### config.mk
export PLATFORM = sky130hd
export DESIGN_NAME = replica_sched
export DESIGN_NICKNAME = d
export VERILOG_FILES = /design/src/rtl/replica_sched.sv
export SDC_FILE = /design/constraint.sdc
export NUM_CORES = 2
export LEC_CHECK = 0
export CORE_AREA = 3 3 583 585
export DETAILED_ROUTE_END_ITERATION = 16
export DIE_AREA = 0 0 586 588
export SKIP_LAST_GASP = 1
export SYNTH_ARGS = -nofsm -noshare
export SYNTH_HDL_FRONTEND = slang
export SYNTH_SLANG_ARGS = --single-unit
### constraint.sdc
create_clock -name clk_i -period 12.1 [get_ports clk_i]
set_input_delay 2.42 -clock clk_i [delete_from_list [all_inputs] [get_ports clk_i]]
set_output_delay 2.42 -clock clk_i [all_outputs]
set_load 0.05 [all_outputs]
### src/rtl/replica_sched.sv
// Shares one weight memory among NUM_REPLICA annealing replicas with round-robin
// read arbitration, and tracks the global minimum-energy result of a run.
module replica_sched #(
  parameter int NUM_REPLICA = 4,
  parameter int NUM_SPIN    = 256,
  parameter int PARALLELISM = 4,
  parameter int ENERGY_BIT  = 32,
  parameter int ITER_BIT    = 16,
  parameter int ADDR_BIT    = $clog2(NUM_SPIN / PARALLELISM),
  parameter int REP_BIT     = $clog2(NUM_REPLICA)
) (
  input  logic                            clk_i,
  input  logic                            rst_i,
  input  logic                            en_i,
  input  logic                            start_i,
  input  logic                            flush_i,
  input  logic [ITER_BIT-1:0]             cfg_iter_num_i,
  input  logic [NUM_REPLICA-1:0]          rep_ren_i,
  input  logic [NUM_REPLICA*ADDR_BIT-1:0] rep_raddr_i,
  output logic [NUM_REPLICA-1:0]          rep_gnt_o,
  output logic [NUM_REPLICA-1:0]          rep_rvalid_o,
  output logic                            mem_ren_o,
  output logic [ADDR_BIT-1:0]             mem_raddr_o,
  input  logic [NUM_REPLICA-1:0]          energy_valid_i,
  input  logic [NUM_REPLICA*ENERGY_BIT-1:0] energy_i,
  input  logic [NUM_REPLICA*NUM_SPIN-1:0] spin_i,
  output logic [NUM_REPLICA-1:0]          energy_ready_o,
  output logic [ENERGY_BIT-1:0]           best_energy_o,
  output logic [NUM_SPIN-1:0]             best_spin_o,
  output logic [REP_BIT-1:0]              best_replica_o,
  output logic                            busy_o,
  output logic                            done_o,
  output logic [1:0]                      state_o
);

  localparam logic [1:0] S_IDLE  = 2'd0;
  localparam logic [1:0] S_RUN   = 2'd1;
  localparam logic [1:0] S_DRAIN = 2'd2;
  localparam logic [1:0] S_DONE  = 2'd3;

  localparam logic [ENERGY_BIT-1:0] ENERGY_MAX = {1'b0, {(ENERGY_BIT-1){1'b1}}};
  localparam logic [ITER_BIT-1:0]   ITER_MAX   = {ITER_BIT{1'b1}};

  logic [1:0]             state_q, state_d;
  logic [REP_BIT-1:0]     ptr_q, ptr_d;
  logic [NUM_REPLICA-1:0] pend_q, pend_d;
  logic [ITER_BIT-1:0]    iter_cnt_q [NUM_REPLICA];
  logic [ITER_BIT-1:0]    iter_cnt_d [NUM_REPLICA];
  logic [ENERGY_BIT-1:0]  best_energy_q, best_energy_d;
  logic [NUM_SPIN-1:0]    best_spin_q, best_spin_d;
  logic [REP_BIT-1:0]     best_replica_q, best_replica_d;

  logic                   flush_act;
  logic                   gnt_found;
  logic [REP_BIT-1:0]     gnt_idx;
  logic [REP_BIT-1:0]     cand;
  logic                   all_done;
  logic                   run_entry;
  logic [NUM_REPLICA-1:0] hs;
  logic                   sel_found;
  logic [REP_BIT-1:0]     sel_idx;
  logic [ENERGY_BIT-1:0]  sel_energy;

  assign flush_act = en_i & flush_i;

  // Round-robin search starting at ptr_q; a flushing cycle issues no new read.
  always_comb begin
    gnt_found = 1'b0;
    gnt_idx   = '0;
    cand      = '0;
    if (en_i && !flush_i && state_q == S_RUN) begin
      for (int i = 0; i < NUM_REPLICA; i++) begin
        cand = REP_BIT'((int'(ptr_q) + i) % NUM_REPLICA);
        if (!gnt_found && rep_ren_i[cand]) begin
          gnt_found = 1'b1;
          gnt_idx   = cand;
        end
      end
    end
  end

  always_comb begin
    rep_gnt_o   = '0;
    mem_raddr_o = '0;
    ptr_d       = ptr_q;
    if (gnt_found) begin
      rep_gnt_o[gnt_idx] = 1'b1;
      mem_raddr_o        = rep_raddr_i[int'(gnt_idx)*ADDR_BIT +: ADDR_BIT];
      ptr_d              = (gnt_idx == REP_BIT'(NUM_REPLICA - 1)) ? '0
                                                                  : gnt_idx + REP_BIT'(1);
    end
  end

  assign mem_ren_o = |rep_gnt_o;

  // Memory data arrives one cycle after the grant; a flush in that cycle hides it.
  assign pend_d       = rep_gnt_o;
  assign rep_rvalid_o = pend_q & ~{NUM_REPLICA{flush_act}};

  // Result handshake: a result from replica k is taken in a cycle where
  // energy_valid_i[k] and energy_ready_o[k] are both high; valid may wait on ready.
  always_comb begin
    all_done = 1'b1;
    for (int k = 0; k < NUM_REPLICA; k++) begin
      energy_ready_o[k] = en_i && (state_q == S_RUN) && (iter_cnt_q[k] < cfg_iter_num_i);
      if (iter_cnt_q[k] < cfg_iter_num_i) all_done = 1'b0;
    end
  end

  assign hs = energy_valid_i & energy_ready_o;

  // Signed minimum over this cycle's handshakes; strict compare keeps lowest index on ties.
  always_comb begin
    sel_found  = 1'b0;
    sel_idx    = '0;
    sel_energy = '0;
    for (int k = 0; k < NUM_REPLICA; k++) begin
      if (hs[k] && (!sel_found ||
          $signed(energy_i[k*ENERGY_BIT +: ENERGY_BIT]) < $signed(sel_energy))) begin
        sel_found  = 1'b1;
        sel_idx    = REP_BIT'(k);
        sel_energy = energy_i[k*ENERGY_BIT +: ENERGY_BIT];
      end
    end
  end

  always_comb begin
    state_d   = state_q;
    run_entry = 1'b0;
    if (en_i) begin
      if (flush_i) begin
        state_d = S_IDLE;
      end else begin
        case (state_q)
          S_IDLE, S_DONE: begin
            if (start_i) begin
              state_d   = S_RUN;
              run_entry = 1'b1;
            end
          end
          S_RUN:   if (all_done) state_d = S_DRAIN;
          S_DRAIN: if (pend_q == '0) state_d = S_DONE;
          default: state_d = S_IDLE;
        endcase
      end
    end
  end

  always_comb begin
    best_energy_d  = best_energy_q;
    best_spin_d    = best_spin_q;
    best_replica_d = best_replica_q;
    for (int k = 0; k < NUM_REPLICA; k++) begin
      iter_cnt_d[k] = iter_cnt_q[k];
      if (run_entry) begin
        iter_cnt_d[k] = '0;
      end else if (hs[k] && iter_cnt_q[k] != ITER_MAX) begin
        iter_cnt_d[k] = iter_cnt_q[k] + ITER_BIT'(1);
      end
    end
    if (run_entry) begin
      best_energy_d  = ENERGY_MAX;
      best_spin_d    = '0;
      best_replica_d = '0;
    end else if (sel_found && $signed(sel_energy) < $signed(best_energy_q)) begin
      best_energy_d  = sel_energy;
      best_spin_d    = spin_i[int'(sel_idx)*NUM_SPIN +: NUM_SPIN];
      best_replica_d = sel_idx;
    end
  end

  always_ff @(posedge clk_i or posedge rst_i) begin
    if (rst_i) begin
      state_q        <= S_IDLE;
      ptr_q          <= '0;
      pend_q         <= '0;
      best_energy_q  <= ENERGY_MAX;
      best_spin_q    <= '0;
      best_replica_q <= '0;
      for (int k = 0; k < NUM_REPLICA; k++) iter_cnt_q[k] <= '0;
    end else begin
      state_q        <= state_d;
      ptr_q          <= ptr_d;
      pend_q         <= pend_d;
      best_energy_q  <= best_energy_d;
      best_spin_q    <= best_spin_d;
      best_replica_q <= best_replica_d;
      for (int k = 0; k < NUM_REPLICA; k++) iter_cnt_q[k] <= iter_cnt_d[k];
    end
  end

  assign best_energy_o  = best_energy_q;
  assign best_spin_o    = best_spin_q;
  assign best_replica_o = best_replica_q;
  assign busy_o         = (state_q == S_RUN) || (state_q == S_DRAIN);
  assign done_o         = (state_q == S_DONE);
  assign state_o        = state_q;

endmodule

==> Yosys cells after proc, flatten, opt, wreduce, memory -nomap -nowiden <==
Index checks and enable logic that the tools add are counted.
{ "word_totals": {"regBits": 362, "input_bits": 1205, "output_inout_bits": 313, "wordCells": 154} }
{ "classes": {"add_sub_neg": 8, "n_mul": 1, "order_cmp": 14, "n_eq_ne": 11, "shifts": 2, "muxes": 64, "bitwise_logic": 4, "reduce_logical": 40} }
{ "ops": {"columns": ["op", "n"], "rows": [
  ["$shiftx 1024x11->256", 1],
  ["$mux 256", 2],
  ["$mux 32", 6],
  ["$lt 32x32->1", 4],
  ["$mux 16", 8],
  ["$add 16x1->16 const B", 4],
  ["$lt 16x16->1", 4],
  ["$ne 16x16->1 const B", 4],
  ["$mux 2", 14],
  ["$mux 1", 26],
  ["$shiftx 24x6->6", 1],
  ["$logic_and 1x1->1", 19],
  ["$lt 2x3->1 const B", 5],
  ["$reduce_bool 2->1", 5],
  ["$ne 3x3->1 const B", 3],
  ["$and 4x4->4", 2],
  ["$bmux 1 s2", 4],
  ["$logic_not 1->1", 7],
  ["$eq 2x2->1 const B", 3],
  ["$mux 6", 1],
  ["$pmux 2 s3", 1],
  ["$add 2x1->2 const B", 2],
  ["$add 2x2->2 const B", 2],
  ["$logic_not 4->1", 1],
  ["12 further kinds", 15]
]} }

==> Depth between registers and ports, before layout <==
{ "logic_depth": {"word_depth": 22, "mapped_depth": 59, "mapped_depth_nobuf": 48} }

==> Worst setup path before layout <==
OpenSTA, ideal clock, no wires.
{ "synth_timing": {"path_kind": "input port to flip-flop", "from": "input cfg_iter_num_i[15]", "to": "register best_energy_q[10], in the netlist best_energy_o[10]", "setup_time_ns": 0.082, "arrival_ns": 13.825, "required_ns": 12.018, "setup_slack_ns": -1.807, "path_stages": 56, "n_path_buf": 10, "path_cell_list": "inv_1 ha_1 nand4_1 nor2_1 or4_1 nor3_2 clkbuf_1 nand2_1 ha_1 nand4_1 or4_1 a211oi_1 o311ai_1 a21oi_1 buf_2 buf_2 buf_4 mux2i_1 [... 20 more ...] o41ai_2 buf_4 buf_6 mux2i_1 ha_1 a21o_1 a221o_1 a21oi_1 nor2_1 or3_1 a2111oi_0 o2bb2ai_1 a21boi_1 a211oi_2 buf_4 clkbuf_1 or4_1 o31a_1"} }
{ "synth_via": {"elab_chain_cells": 19, "elab_cells_between_ends": 34, "cone_classes": "order compare (8); mux (10); bitwise (1); reduce/logical (15)"} }
{ "synth_rtl": {"columns": ["element", "line", "rtl"], "rows": [
  ["from (decl)", "17", "input logic [ITER_BIT-1:0] cfg_iter_num_i,"],
  ["$lt 16x16->1", "105", "energy_ready_o[k] = en_i && (state_q == S_RUN) && (iter_cnt_q[k] < cfg_iter_num_i);"],
  ["$logic_and 1x1->1", "105", null],
  ["$and 4x4->4 (*)", "110", "assign hs = energy_valid_i & energy_ready_o;"],
  ["$mux 32 / $mux 1 (equally long branches)", "118", "if (hs[k] && (!sel_found ||"],
  ["$lt 32x32->1 / $logic_not 1->1 (equally long branches)", "119, 118", null],
  ["$logic_or 1x1->1", "118", null],
  ["$logic_and 1x1->1", "118", null],
  ["$mux 32 / $mux 1 (equally long branches)", "118", null],
  ["[... 3 more ...]", null, null],
  ["$mux 32 / $mux 1 (equally long branches)", "118", null],
  ["$lt 32x32->1 / $logic_not 1->1 (equally long branches)", "119, 118", null],
  ["$logic_or 1x1->1", "118", null],
  ["$logic_and 1x1->1", "118", null],
  ["$mux 32", "118", null],
  ["$lt 32x32->1", "165", "end else if (sel_found && $signed(sel_energy) < $signed(best_energy_q)) begin"],
  ["$logic_and 1x1->1", "165", null],
  ["$reduce_bool 2->1 (no source line)", null, null],
  ["to (signal assigned)", "185", "best_energy_q <= best_energy_d;"],
  ["to (decl)", "49", "logic [ENERGY_BIT-1:0] best_energy_q, best_energy_d;"]
]} }
Every way passes the cells marked *; elsewhere a longest branch is shown, timed or not. The select of a mux whose other input is x is not followed.
A chain may end at the register's enable or synchronous reset.

==> Worst setup path after layout <==
{ "layout_timing": {"from": "input cfg_iter_num_i[12]", "to": "register best_spin_q[3], in the netlist best_spin_o[3]"} }
{ "layout_via": {"elab_chain_cells": 19, "elab_cells_between_ends": 38, "cone_classes": "order compare (8); shift (1); mux (13); bitwise (1); reduce/logical (15)"} }
{ "layout_rtl": {"columns": ["element", "line", "rtl"], "rows": [
  ["$lt 16x16->1", "105", null],
  ["$logic_and 1x1->1", "105", null],
  ["$and 4x4->4 (*)", "110", null],
  ["$mux 32 / $mux 1 (equally long branches)", "118", null],
  ["$lt 32x32->1 / $logic_not 1->1 (equally long branches)", "119, 118", null],
  ["$logic_or 1x1->1", "118", null],
  ["$logic_and 1x1->1", "118", null],
  ["$mux 32 / $mux 1 (equally long branches)", "118", null],
  ["[... 3 more ...]", null, null],
  ["$mux 32 / $mux 1 (equally long branches)", "118", null],
  ["$lt 32x32->1 / $logic_not 1->1 (equally long branches)", "119, 118", null],
  ["$logic_or 1x1->1", "118", null],
  ["$logic_and 1x1->1", "118", null],
  ["$mux 2 / $mux 32 (equally long branches)", "118", null],
  ["$shiftx 1024x11->256 / $lt 32x32->1 (equally long branches)", "167, 165", null],
  ["$mux 256 / $logic_and 1x1->1 (equally long branches)", "165", null],
  ["$mux 256 / $reduce_bool 2->1 (equally long branches)", null, null],
  ["to (signal assigned)", "186", "best_spin_q <= best_spin_d;"],
  ["to (decl)", "50", "logic [NUM_SPIN-1:0] best_spin_q, best_spin_d;"]
]} }
Marks and branches as above.

==> results by stage <==
Route:
- The count of nets left with antenna violations once routing finished came out at 0.
- Dividing the detail-routed wire length by the instance count gives 33.0 um.
- The post-detailed-route DRC marker count is 0.
- The highest metal layer used by the detailed router is met5.
- The total number of vias is 35130.
- The ratio of routed vias to standard cells is 3.73.
- For this block, wires on met1 add up to 122000 um.
- The total wirelength of the detailed-routed design is 311000 um.
- The length of routed met3 wiring is 34500 um.
- After detailed routing, the met2 layer carries 140000 um of wire.
- The violation count after the first detailed-route iteration is 3142.
- The number of detailed-route iterations in the first pass is 5.

Flow run:
- The max-capacitance violation count is 0.

Logic synthesis:
- The cell count after synthesis is 3074.
- The number of unique standard cell types used by synthesis is 78.
- Sequential cells were found to cover 29.8% of the synthesized design area.
- The number of nets in the synthesized netlist is 4475.
- The cell area that synthesis handed to floorplanning was 30500 um^2.
- Of all flip-flops after synthesis, the portion carrying an async set or reset was 100%.
- A synthesized cell averages 9.93 um^2.
- Yosys printed 0 warnings.
- The most used flip-flop cell after synthesis is sky130_fd_sc_hd__dfrtp_1.
- In this run, synthesis produced a sequential element count of 362.
- The number of enable-type register cells in the synthesized netlist is 0.

Timing:
- Headroom to the max-slew limit came out at 27.6%.
- The worst path setup slack after routing is -2.20 ns.
- The hold violation total from the final report is 0.
- Setup violations remaining at the end of the flow were counted as 290.
- Final hold analysis gives a worst-case slack of 0.524 ns.
- Between clock sinks in the finished design, the worst skew comes to 0.0592 ns.
- Setup repair after global routing could not meet its margin everywhere.
- The count of pins over their slew limit came to 0.
- After layout, the minimum clock period comes to 14.30 ns.
- The upper clock frequency limit is 0.0699 GHz.
- The worst path uses 118% of the clock period.
- For the pin with the worst max-slew slack, the measured transition is 1.08 ns.

Placement:
- The HPWL reported at the end of detailed placement is 270000 um.
- The area after detailed placement is 53900 um^2.
- In this run, placement finished with an instance count of 9191.
- The count of input and output buffers is 1517.
- Prior to clock tree synthesis, the placed netlist has a worst setup slack of -3.11 ns.
- The placer congestion estimate is 0.967.

Die:
- The die is 588 um tall.
- The die covers 345000 um^2.
- The die width is 586 um.
- The number of placement rows is 213.
- The number of top-level design ports is 1518.
- The starting utilization of the core area is 9.09%.
- After floorplanning, the core was sized to cover 336000 um^2.

Clocking:
- The number of clock sinks is 362.
- In this run the deepest clock path goes through 3 buffers.
- For this design, the CTS-stage hold fixing added 0 buffers.
- The root buffer selected by CTS is sky130_fd_sc_hd__clkbuf_16.
- Buffers inserted during clock tree synthesis total 51.
- For the worst-skew pair, the clock arrives at the later sink with an insertion delay of 0.71 ns.
- TritonCTS built the clock tree.
- The H-tree was split into 2 levels.
- The clock-pin transition on the worst setup and hold timing paths is 0.06 ns.

Min path:
- The min-delay analysis places its worst path in the category reg -> reg.
- The startpoint identified for the worst hold timing path is best_energy_o[0]$_DFFE_PP1P_.
- The worst hold path terminates at best_energy_o[0]$_DFFE_PP1P_.
- The cell depth of the worst min-delay path is 2.

Setup path:
- The register-to-register setup slack is -0.40 ns.
- The most used cell along the critical path is sky130_fd_sc_hd__buf_12.
- The launch point of the worst path is cfg_iter_num_i[12].
- The cell depth of the worst flop-to-flop path is 59.
- The critical setup path kind is in -> reg.
- In this run the critical register-to-register path is launched from iter_cnt_q[63]$_DFFE_PP0P_.
- The worst path required time is 12.67 ns.
- The endpoint identified for the worst register-to-register timing path is best_spin_o[3]$_DFFE_PP0P_.
- The critical path contains buffers and inverters numbering 17 combined.
- Data arrives at the worst endpoint at 14.87 ns.
- In this run the worst path has a maximum fanout of 69.
- The cell with the largest stage delay on the worst path is sky130_fd_sc_hd__or4_4.
- The largest single stage delay on the critical path is 0.57 ns.
- The type of destination of the critical path is a flop.
- On the critical path the largest part of the delay comes from compound AO/OA/AOI/OAI gates.
- The worst setup path is launched from an input pin.

GRT:
- Entering global routing, the biggest net connects 102 pins.
- The number of antenna violations at the first check in global routing came to 309.
- The via count of the first global-routing pass is 32978.
- The total overflow left after global routing is 0.
- Global routing consumed, over all layers together, 16.9% of the routing resources.
- The wire length of the first global-routing pass is 374000 um.

Pwr:
- The peak supply drop is 0.130 mV.
- For this design the ratio of total power to cell area is 206 nW/um^2.
- Power comes to 0.0118 W.
- The analysis attributes to cell leakage a power of 23.7 nW.

Status:
- The run finished, with violations left.
- The checks that failed: setup timing.

Layout:
- In the final layout, the share of cells above drive strength 1 is 21.7%.
- Leaving out fill and tap cells, the most frequent cell in the layout is sky130_fd_sc_hd__clkdlybuf4s50_1.
- The finished layout holds 9426 standard cells, fillers aside.
- The layout filler cell count is 37485.
- The top cell types in the final layout, fill and taps aside, are 1505 x sky130_fd_sc_hd__clkdlybuf4s50_1, 423 x sky130_fd_sc_hd__buf_4, 331 x sky130_fd_sc_hd__dfrtp_1.
- After routing the design area is 57500 um^2.
- The number of nets at the end of the flow is 6302.
- The area growth from synthesis to layout is 88.3%.
[worst register-to-register path: cells and delay by family, from the launching register on]
| family | cells | cell delay (ns) |
|---|---|---|
| multiplexers | 4 | 0.96 |
| flip-flops | 1 | 0.44 |
| buffers and inverters | 15 | 2.22 |
| AO/OA/AOI/OAI | 21 | 4.02 |
| AND/OR/NAND/NOR | 14 | 3.36 |
| adder cells (fa/ha/maj) | 5 | 1.35 |
[cell type report]
class | count | area, um^2 | area share [%]
Tap cell | 4407 | 5510 | 9.59
Inverter | 161 | 619 | 1.08
Multi-Input combinational cell | 2310 | 20300 | 35.4
Sequential cell | 362 | 9100 | 15.8
Clock inverter | 24 | 304 | 0.529
Clock buffer | 67 | 1400 | 2.43
Antenna cell | 80 | 200 | 0.348
Timing Repair Buffer | 2015 | 20000 | 34.8
[power breakdown]
part | leakage (nW) | switching, W | internal, W
clock | 0.831 | 0.000690 | 0.000903
combinational | 18.4 | 0.00485 | 0.00313
sequential | 4.41 | 0.000447 | 0.00180
total | 23.7 | 0.00599 | 0.00583
[metrics by stage]
| stage | TNS [ns] | util (%) |
|---|---|---|
| finish | -613.07 | 17.1 |
| global route | -749.93 | 17.1 |
| global placement | -813.85 | 16.0 |
| detailed placement | -881.31 | 16.0 |
| floorplan | -396.09 | - |
| CTS | -521.71 | 16.7 |
[cells in the mapped netlist (22+ instances only)]
cell,number,share of area (%)
sky130_fd_sc_hd__dfrtp_1,331,27
sky130_fd_sc_hd__o21ai_0,40,0.66
sky130_fd_sc_hd__or4_1,34,0.84
sky130_fd_sc_hd__ha_1,196,8.0
sky130_fd_sc_hd__nand4_1,26,0.53
sky130_fd_sc_hd__xor2_1,40,1.1
sky130_fd_sc_hd__o31a_1,32,0.92
sky130_fd_sc_hd__nand3_1,40,0.66
sky130_fd_sc_hd__o31ai_1,258,6.3
sky130_fd_sc_hd__nor2_1,101,1.2
sky130_fd_sc_hd__clkbuf_1,77,0.95
sky130_fd_sc_hd__buf_4,24,0.59
sky130_fd_sc_hd__nand2_1,100,1.2
sky130_fd_sc_hd__inv_1,160,2.0
sky130_fd_sc_hd__mux2i_1,355,12
sky130_fd_sc_hd__mux2_2,322,12
sky130_fd_sc_hd__mux2_1,191,7.0
sky130_fd_sc_hd__buf_2,122,2.0
sky130_fd_sc_hd__a21o_1,24,0.59
sky130_fd_sc_hd__dfstp_2,31,2.7
sky130_fd_sc_hd__a21oi_1,319,5.2
sky130_fd_sc_hd__and2_1,22,0.45
[registers in the layout, indices dropped and copies added (netlist names)]
signal	cells
state_o	2
best_energy_o	32
best_replica_o	2
pend_q	4
best_spin_o	256
iter_cnt_q	64
ptr_q	2
[metal layers]
layer,global-route usage (%),vias to the layer above
li1,-,15275
met1,20.1,17074
met2,26.7,1991
met3,7.33,606
met4,6.54,184
met5,0,-
[worst max-delay path by stage]
stage                                   end  slack [ns]  cells past startpoint
6_report         best_spin_o[3]$_DFFE_PP0P_       -2.20                     61
3_3_place_gp   best_spin_o[100]$_DFFE_PP0P_       -2.87                     58
2_1_floorplan  best_spin_o[100]$_DFFE_PP0P_       -1.01                     58
3_5_place_dp   best_spin_o[123]$_DFFE_PP0P_       -3.11                     54
4_1_cts         best_spin_o[83]$_DFFE_PP0P_       -1.90                     63
5_1_grt         best_spin_o[92]$_DFFE_PP0P_       -2.71                     62
[timing repair]
action,CTS,global route
setup endpoints to repair,290,290
gates cloned,3,24
setup buffers,12,25
pin swaps,11,34
gates resized for setup,39,101
[cells by family after synthesis]
logic type	synth area share, %
flip-flops	29.8
AND/OR/NAND/NOR	6.79
buffers and inverters	6.22
AO/OA/AOI/OAI	16.6
adder cells (fa/ha/maj)	8.03
multiplexers	31.1
XOR/XNOR	1.46
(Power assumes the default switching activity.)
